$ cat src/rtl/regfile_arbiter_if.sv
// Requester-side bus of the register-file arbiter: one instance per requester.
// The requester drives req/rw/addresses/data through the master modport and
// sees the grant and the registered read response; the arbiter uses slave.
interface regfile_arbiter_if #(
   parameter int AW = 5,
   parameter int DW = 32
);
   logic          req;
   logic          rw;      // 1 = write, 0 = read
   logic [AW-1:0] a1;
   logic [AW-1:0] a2;
   logic [AW-1:0] a3;
   logic [DW-1:0] wd;
   logic          gnt;     // combinational accept
   logic          rvalid;  // read response strobe, cycle after the grant
   logic [DW-1:0] rd1;
   logic [DW-1:0] rd2;

   modport master (
      output req, rw, a1, a2, a3, wd,
      input  gnt, rvalid, rd1, rd2
   );

   modport slave (
      input  req, rw, a1, a2, a3, wd,
      output gnt, rvalid, rd1, rd2
   );
endinterface

$ cat src/rtl/regfile_arbiter.sv
// regfile_arbiter: shares the single-access register file between the core
// pipeline (r0) and the debug/loader port (r1). One grant per cycle,
// round-robin on ties; reads return one cycle later, steered to the owner.
// Optional build macro RFARB_X0_FILTER_EN: writes to x0 are swallowed
// (granted, WE3 held low) and operands read from x0 are forced to zero.
module regfile_arbiter #(
   parameter int AW = 5,
   parameter int DW = 32
) (
   input  logic                 clk,
   input  logic                 reset,
   regfile_arbiter_if.slave     r0,
   regfile_arbiter_if.slave     r1,
   output logic [AW-1:0]        A1,
   output logic [AW-1:0]        A2,
   output logic [AW-1:0]        A3,
   output logic [DW-1:0]        WD3,
   output logic                 WE3,
   input  logic [DW-1:0]        RD1,
   input  logic [DW-1:0]        RD2
);

   // last: index of the most recently granted requester (1 after reset so
   // requester 0 wins the first tie). rpend/rown: a read was issued last
   // cycle and who owns its response.
   logic          last;
   logic          rpend;
   logic          rown;

   logic          g0, g1;
   logic          any_gnt;
   logic          rd_gnt;
   logic          wr_gnt;
   logic          s_rw;
   logic [AW-1:0] s_a1, s_a2, s_a3;
   logic [DW-1:0] s_wd;
   logic [DW-1:0] rsp1, rsp2;

   // Round-robin pick; nothing is granted while reset is held
   always_comb begin
      g0 = 1'b0;
      g1 = 1'b0;
      if (!reset) begin
         if (r0.req && r1.req) begin
            g0 = last;
            g1 = ~last;
         end else begin
            g0 = r0.req;
            g1 = r1.req;
         end
      end
   end

   assign r0.gnt  = g0;
   assign r1.gnt  = g1;
   assign any_gnt = g0 | g1;

   // Select the winning requester's operands
   always_comb begin
      s_rw = r0.rw;
      s_a1 = r0.a1;
      s_a2 = r0.a2;
      s_a3 = r0.a3;
      s_wd = r0.wd;
      if (g1) begin
         s_rw = r1.rw;
         s_a1 = r1.a1;
         s_a2 = r1.a2;
         s_a3 = r1.a3;
         s_wd = r1.wd;
      end
   end

   assign rd_gnt = any_gnt & ~s_rw;
   assign wr_gnt = any_gnt &  s_rw;

   // Register-file drive; idle cycles present all-zero (a harmless x0 read)
   always_comb begin
      A1  = rd_gnt ? s_a1 : '0;
      A2  = rd_gnt ? s_a2 : '0;
      A3  = wr_gnt ? s_a3 : '0;
      WD3 = wr_gnt ? s_wd : '0;
`ifdef RFARB_X0_FILTER_EN
      WE3 = wr_gnt && (s_a3 != '0);
`else
      WE3 = wr_gnt;
`endif
   end

   // Priority pointer and read-pending tracking
   always_ff @(posedge clk or posedge reset) begin
      if (reset) begin
         last  <= 1'b1;
         rpend <= 1'b0;
         rown  <= 1'b0;
      end else begin
         if (any_gnt)
            last <= g1;
         // A read granted this cycle keeps the pipe full; otherwise it drains
         rpend <= rd_gnt;
         if (rd_gnt)
            rown <= g1;
      end
   end

`ifdef RFARB_X0_FILTER_EN
   logic z1, z2;

   // Remember which operands of the issued read addressed x0
   always_ff @(posedge clk or posedge reset) begin
      if (reset) begin
         z1 <= 1'b0;
         z2 <= 1'b0;
      end else if (rd_gnt) begin
         z1 <= (s_a1 == '0);
         z2 <= (s_a2 == '0);
      end
   end

   assign rsp1 = z1 ? '0 : RD1;
   assign rsp2 = z2 ? '0 : RD2;
`else
   assign rsp1 = RD1;
   assign rsp2 = RD2;
`endif

   // Steer the response to its owner; the other requester sees zeros
   always_comb begin
      r0.rvalid = rpend & ~rown;
      r1.rvalid = rpend &  rown;
      r0.rd1    = (rpend & ~rown) ? rsp1 : '0;
      r0.rd2    = (rpend & ~rown) ? rsp2 : '0;
      r1.rd1    = (rpend &  rown) ? rsp1 : '0;
      r1.rd2    = (rpend &  rown) ? rsp2 : '0;
   end

endmodule

$ cat src/flat_wrapper.sv
// flat-port wrapper written by rule: the top's interface ports become plain ports
module regfile_arbiter_flat 
#(
   parameter int AW = 5,
   parameter int DW = 32
)
  (clk, reset, A1, A2, A3, WD3, WE3, RD1, RD2, r0_req, r0_rw, r0_a1, r0_a2, r0_a3, r0_wd, r0_gnt, r0_rvalid, r0_rd1, r0_rd2, r1_req, r1_rw, r1_a1, r1_a2, r1_a3, r1_wd, r1_gnt, r1_rvalid, r1_rd1, r1_rd2);
  regfile_arbiter_if #(.AW(AW), .DW(DW)) r0_i ();
  regfile_arbiter_if #(.AW(AW), .DW(DW)) r1_i ();
  input  logic clk;
  input  logic reset;
  output logic [AW-1:0] A1;
  output logic [AW-1:0] A2;
  output logic [AW-1:0] A3;
  output logic [DW-1:0] WD3;
  output logic WE3;
  input  logic [DW-1:0] RD1;
  input  logic [DW-1:0] RD2;
  input wire logic [$bits(r0_i.req)-1:0] r0_req;
  input wire logic [$bits(r0_i.rw)-1:0] r0_rw;
  input wire logic [$bits(r0_i.a1)-1:0] r0_a1;
  input wire logic [$bits(r0_i.a2)-1:0] r0_a2;
  input wire logic [$bits(r0_i.a3)-1:0] r0_a3;
  input wire logic [$bits(r0_i.wd)-1:0] r0_wd;
  output wire logic [$bits(r0_i.gnt)-1:0] r0_gnt;
  output wire logic [$bits(r0_i.rvalid)-1:0] r0_rvalid;
  output wire logic [$bits(r0_i.rd1)-1:0] r0_rd1;
  output wire logic [$bits(r0_i.rd2)-1:0] r0_rd2;
  input wire logic [$bits(r1_i.req)-1:0] r1_req;
  input wire logic [$bits(r1_i.rw)-1:0] r1_rw;
  input wire logic [$bits(r1_i.a1)-1:0] r1_a1;
  input wire logic [$bits(r1_i.a2)-1:0] r1_a2;
  input wire logic [$bits(r1_i.a3)-1:0] r1_a3;
  input wire logic [$bits(r1_i.wd)-1:0] r1_wd;
  output wire logic [$bits(r1_i.gnt)-1:0] r1_gnt;
  output wire logic [$bits(r1_i.rvalid)-1:0] r1_rvalid;
  output wire logic [$bits(r1_i.rd1)-1:0] r1_rd1;
  output wire logic [$bits(r1_i.rd2)-1:0] r1_rd2;
  assign r0_i.req = r0_req;
  assign r0_i.rw = r0_rw;
  assign r0_i.a1 = r0_a1;
  assign r0_i.a2 = r0_a2;
  assign r0_i.a3 = r0_a3;
  assign r0_i.wd = r0_wd;
  assign r0_gnt = r0_i.gnt;
  assign r0_rvalid = r0_i.rvalid;
  assign r0_rd1 = r0_i.rd1;
  assign r0_rd2 = r0_i.rd2;
  assign r1_i.req = r1_req;
  assign r1_i.rw = r1_rw;
  assign r1_i.a1 = r1_a1;
  assign r1_i.a2 = r1_a2;
  assign r1_i.a3 = r1_a3;
  assign r1_i.wd = r1_wd;
  assign r1_gnt = r1_i.gnt;
  assign r1_rvalid = r1_i.rvalid;
  assign r1_rd1 = r1_i.rd1;
  assign r1_rd2 = r1_i.rd2;
  regfile_arbiter #(.AW(AW), .DW(DW)) u_core (.clk(clk), .reset(reset), .r0(r0_i), .r1(r1_i), .A1(A1), .A2(A2), .A3(A3), .WD3(WD3), .WE3(WE3), .RD1(RD1), .RD2(RD2));
endmodule
$ cat config.mk
export PLATFORM = sky130hd
export DESIGN_NAME = regfile_arbiter_flat
export DESIGN_NICKNAME = d
export VERILOG_FILES = /design/src/rtl/regfile_arbiter_if.sv /design/src/rtl/regfile_arbiter.sv /design/src/flat_wrapper.sv
export SDC_FILE = /design/constraint.sdc
export NUM_CORES = 1
export LEC_CHECK = 0
export BUFFER_PORTS_ARGS = -buffer_cell sky130_fd_sc_hd__buf_4
export CAP_MARGIN = 5
export CORE_AREA = 2 2 134 136
export DETAILED_ROUTE_END_ITERATION = 6
export DIE_AREA = 0 0 136 138
export PLACE_DENSITY = 0.39
export SLEW_MARGIN = 20
export SYNTH_ARGS = -nofsm -noshare
export SYNTH_HDL_FRONTEND = slang
export SYNTH_SLANG_ARGS = --single-unit
$ cat constraint.sdc
create_clock -name clk -period 3.1 [get_ports clk]
set_input_delay 0.93 -clock clk [delete_from_list [all_inputs] [get_ports clk]]
set_output_delay 0.93 -clock clk [all_outputs]
set_load 0.1 [all_outputs]
==> impl_metrics.toml, run 1 <==
[clock_tree]
cts_htree_levels = 1
cts_buffers = 3
clk_path_buf_depth = 2
holdBufCountCts = 0
insertion_delay_ns = 0.22
clk_pin_slew_ns = 0.03
cts_tree = "yes"
clock-sinks = 3
root_buffer = "clkbuf_16"

[min_path]
hold_class = "reg2reg"
hold_depth = 2

[power]
p_leak_nw = 3.120
p_total_mw = 2.124
powerDensity_mw_per_mm2 = 315.7
ir_worst_vdd_uv = 127.6

[die]
die_y_um = 138
boundaryPins = 344
coreArea_sq_mm = 0.01753
initial_core_util_pct = 11.63
dieArea_sq_mm = 0.01877
die_w_um = 136
rows = 49

[setup_path]
crit_family = "compound AO/OA/AOI/OAI gates"
path_class = "in2out"
cp_max_fo = 7
worstRegToRegCells = 5
crit_arrival_ns = 2.23
worst_path_max_delay_cell = "or3_4"
crit_cells = 5
cp-end-kind = "primary output"
start_kind = "primary input"
path_cells = "buf_8 > a21bo_4 > or3_4 > a22oi_2 > buf_12"
cp.required_ns = 2.17
critPathMaxStageDelay_ns = 0.45
crit_buf_inv = 2

[cells_and_area]
nFillCells = 1833
num_antenna_cells = 0
multi_input_area_sq_mm = 0.002524
area_growth_pct = 229.9
seq_area_sq_um = 76.32
layoutNonFillerInstCount = 916
drive_gt1_share_pct = 70.01
nets = 852

[timing]
slew_headroom_pct = 64.67
whs_ns = 0.5675
setup_viol = 8
period_share_pct = 101.8
fin_crit_ns = 3.155
skew_ns = 0.001142
final.setup.tns_ns = -0.2497
rsz0062_at_grt = "true"
slew_violations = 0
clock.fmax_ghz = 0.3169
tightest_slew_ns = 0.5299
final.setup.worst_slack_ns = -0.05541
finalHoldViolCount = 0

[synth]
ys_ff_latch = 3
syn_nets = 505
syn_inst = 341
syn_area_per_cell_sq_um = 5.981
yosysWarnings = 0
seq_area_frac_synth_pct = 3.742
synth_cell_types = 25
synth_area_sq_mm = 0.002039

[drt]
firstDrtPassIters = 4
wire_per_inst_um = 18.58
ant_nets = 0
vias_per_cell = 4.374
drc = 0
dr_total_vias = 4007
drtIter0Drc = 74
wirelength_mm = 17.02

[place]
finalWeightedCongestion = 0.7973
dpl.hpwl_mm = 13.24
io_buffers = 343
place_inst = 901

[status]
violations = "negative setup slack"
status = "finished, violations left"

[grt]
grt_pass1_vias = 4178
grt_max_degree = 67
grt_pass1_wl_mm = 24.92
gr-total-overflow = 0
globalRouteTotalUtil_pct = 16.91
antenna_found_initial = 0

[job]
cap_violations = 0
[placed cells by master (no fill, tap or decap), drive strengths merged]
cell type	n
and3	65
nor2	3
dfstp	1
nand3	48
buf	393
dfrtp	2
a21bo	2
nand2b	1
or3	2
clkbuf	4
a21oi	1
a31oi	1
a21boi	1
and2	65
a22oi	10
nor2b	1
clkinv	1
a211oi	37
a32oi	1
nand2	1
o21ai	47
[report_power, final]
group	switching [mW]	internal (mW)
Clock	0.0344	0.170
Combinational	1.28	0.580
Sequential	0.00730	0.0481
[metrics by stage]
step	utilization (%)	area, sq um	worst slack (ns)
after floorplan	-	2768	-0.4064
after global placement	32.70	5733	-0.1647
after detailed placement	32.70	5733	-0.1924
after CTS	37.71	6613	-0.1218
after global routing	38.37	6728	-0.08271
final	38.37	6728	-0.05541
[cells in the mapped netlist (all sizes together)]
master,instances,area [sq um]
clkbuf,38,142.6
a21oi,1,5.000
nand2,1,3.750
nor2b,1,6.260
dfrtp,2,50.05
or3,1,11.26
and2,65,406.6
a31oi,1,6.260
nor2,3,11.26
and3,65,406.6
dfstp,1,26.28
a32oi,1,8.760
o21ai,47,235.2
nand2b,1,6.260
nand3,48,240.2
a21boi,1,11.26
a22oi,10,75.07
a21bo,2,20.02
buf,14,85.08
a211oi,37,277.8
clkinv,1,3.750
[area by class of cell]
type,count,share of cell area [%]
repair buffers,393,55.79
well taps,229,4.259
inverters,1,0.1302
clock buffers,4,1.172
multi-input cells,286,37.51
flip-flops and latches,3,1.134
[worst reg2reg max path: cells and delay by family (launching register included)]
family          cells  cell delay (ns)
compound gates      2             0.45
buf+inv             2             0.29
flops               1             0.39
simple gates        1             0.39
[per-layer routing]
| layer | part of all wire (%) | track usage (%) | wire, um | vias to the layer above |
|---|---|---|---|---|
| li1 | - | - | - | 1902 |
| met1 | 35 | 18.02 | 6019 | 1877 |
| met2 | 53 | 32.43 | 8983 | 212 |
| met3 | 9.6 | 4.364 | 1632 | 16 |
| met4 | 2.3 | 4.276 | 386 | 0 |
| met5 | 0 | 0 | 0 | - |
[timing repair]
action                                  CTS  global route
pin swaps                                36            30
cloned                                    3             0
resized for setup                       163            34
endpoints found under the setup margin   47            45
buffers inserted                         10             0
[final timing paths]
path                          endpoint  slack (ns)        start
max in group asynchronous  u_core.last        1.94        reset
max reg2reg                u_core.rown        1.52  u_core.last
min reg2reg                u_core.last        0.57  u_core.last
max                              A1[2]       -0.06       r0_req
min                        u_core.last        0.57  u_core.last
min in group asynchronous  u_core.rown        0.97        reset
[sequential cells by signal, indices dropped and copies added (netlist names)]
signal,cells
u_core.rpend,1
u_core.rown,1
u_core.last,1
[kinds of logic (layout without fill, tap and decap cells)]
group	after synthesis	count (layout)	synth area share (%)
compound gates	100	100	31.35
buf+inv	53	398	11.35
flops	3	3	3.743
simple gates	185	186	53.56
Note: power is estimated with default switching activity, not from simulation.
==> inputs of run 2 (changes only) <==
ABC_AREA = 1   (was unset)
CORE_AREA = 2 2 133 135   (was 2 2 134 136)
DIE_AREA = 0 0 135 137   (was 0 0 136 138)
==> impl_metrics.toml, run 2 <==
[status]
status = "finished, final reports clean"

[die]
die_w_um = 135
coreArea_sq_mm = 0.01706
rows = 48
boundaryPins = 344
die_y_um = 137
initial_core_util_pct = 11.38
dieArea_sq_mm = 0.01850

[setup_path]
start_kind = "primary input"
critPathMaxStageDelay_ns = 0.22
crit_buf_inv = 6
worstRegToRegCells = 7
crit_family = "buffers and inverters"
path_cells = "buf_4 > nand2_4 > inv_1 > nor2_4 > buf_6 > clkbuf_16 > nand2_1 > nand2_1 > inv_1 > nor2_4 > buf_6"
cp-end-kind = "primary output"
cp_max_fo = 9
rr_startpoint = "u_core.last"
crit_cells = 11
cp.required_ns = 2.17
setup.worst_path.start = "r0_req"
path_class = "in2out"
worst_path_max_delay_cell = "buf_6"
crit_arrival_ns = 2.12

[synth]
syn_inst = 485
yosys-top-cells-count = "nor2_1, nand2_1, inv_1"
yosysTopAreaCell = "nor2_1"
yosysWarnings = 0
ys.flop_type = "dfrtp_1"
yosys.cell_count.top_type = "nor2_1"
syn_area_per_cell_sq_um = 4.001
syn_nets = 649
ys_ff_latch = 3
async_reset_ff_share_pct = 100.0
synth_edf_count = 0
synth_area_sq_mm = 0.001941
synth_cell_types = 17
yosysTopAreaCellShare_pct = 34.04
seq_area_frac_synth_pct = 3.933
yosys-top-cells-area = "nor2_1, nand2_1, inv_1"

[cells_and_area]
num_antenna_cells = 0
layout_commonest_cell = "buf_4"
area_growth_pct = 235.0
drive_gt1_share_pct = 67.63
final_cell_mix = "buf_4, nand2_1, inv_1, nor2_4, nor2_2"
top_regs = "u_core.last x1, u_core.rown x1, u_core.rpend x1"
nets = 993
layoutNonFillerInstCount = 1053
fin_util_pct = 38.12

[clock_tree]
cts_htree_levels = 1
cts_buffers = 3
clock-sinks = 3
holdBufCountCts = 0
insertion_delay_ns = 0.22
clk_pin_slew_ns = 0.03
root_buffer = "clkbuf_16"
cts_tree = "yes"
clk_path_buf_depth = 2

[timing]
finalHoldViolCount = 0
setup_viol = 0
final.setup.worst_slack_ns = 0.05315
slew_violations = 0
slew_headroom_pct = 61.03
whs_ns = 0.5953
tightest_slew_ns = 0.5846
skew_ns = 0.00008898
rsz0062_at_grt = "true"
period_share_pct = 98.29
clock.fmax_ghz = 0.3282
fin_crit_ns = 3.047

[power]
ir_worst_vdd_uv = 127.8
p_total_mw = 2.047
p_leak_nw = 3.552
powerDensity_mw_per_mm2 = 314.8

[grt]
antenna_found_initial = 0
grt_max_degree = 66
grt_pass1_wl_mm = 21.15
gr-total-overflow = 0
grt_pass1_vias = 3758
globalRouteTotalUtil_pct = 14.72

[drt]
wirelength_mm = 15.53
drtIter0Drc = 56
dr_total_vias = 3959
ant_nets = 0
drc = 0
firstDrtPassIters = 4
wire_per_inst_um = 14.75
vias_per_cell = 3.760

[min_path]
hold_depth = 2
hold_class = "reg2reg"
hold_start = "u_core.rown"

[place]
finalWeightedCongestion = 0.8305
io_buffers = 343
preCtsSetupSlack_ns = -0.02271
dpl.hpwl_mm = 12.84
place_inst = 1043

[job]
cap_violations = 0
-- run 2: layer usage --
layer	GRT usage [%]	part of all wire, %	up-vias
met5	0	0	-
met4	2.662	0.92	0
met3	5.704	11	6
met2	28.26	54	211
met1	15.28	34	1731
li1	-	-	2011
-- run 2: layout make-up --
type | count | area (sq um)
timing repair buffer | 367 | 3307
clock buffer | 4 | 78.83
inverter | 121 | 465.4
tap | 225 | 281.5
sequential | 3 | 76.32
multi-input combinational | 333 | 2292
fill | 1836 | 10560
-- run 2: logic make-up (layout without fill, tap and decap cells) --
kind of cell | count (synthesis) | in the layout | share of synthesized area (%)
AO/OA/AOI/OAI | 3 | 3 | 0.9023
buffers and inverters | 149 | 492 | 30.69
AND/OR/NAND/NOR | 330 | 330 | 64.47
flip-flops | 3 | 3 | 3.933
-- run 2: worst paths after layout --
path	to	slack, ns
setup / recovery	WD3[26]	0.05
hold / removal	u_core.rown	0.60
setup reg to reg	u_core.rown	1.72
hold reg to reg	u_core.rown	0.60
max in group asynchronous	u_core.last	2.20
min in group asynchronous	u_core.rown	0.71
-- run 2: what timing repair did --
item,CTS,global route
buffers inserted,0,2
cloned,0,4
setup endpoints to repair,9,48
gates resized for setup,9,101
pin swaps,0,7
-- run 2: stage by stage --
step           instance area, sq um  setup TNS (ns)
3_3_place_gp                   5893       -0.009720
3_5_place_dp                   5893        -0.06491
5_1_grt                        6501         -0.2408
2_1_floorplan                  2972         -0.3132
4_1_cts                        6006               0
6_report                       6501               0
-- run 2: power by group --
group | leakage, nW | switching, mW | internal (mW)
clock | 0.0382 | 0.0334 | 0.170
combinational | 3.48 | 1.30 | 0.496
sequential | 0.0360 | 0.00681 | 0.0458
total | 3.55 | 1.34 | 0.711
-- run 2: worst reg2reg max path, delay by kind of cell, from the launching register on --
family | cells | cell delay, ns
buffers and inverters | 2 | 0.34
DFF | 1 | 0.54
and+or+nand+nor | 5 | 0.38
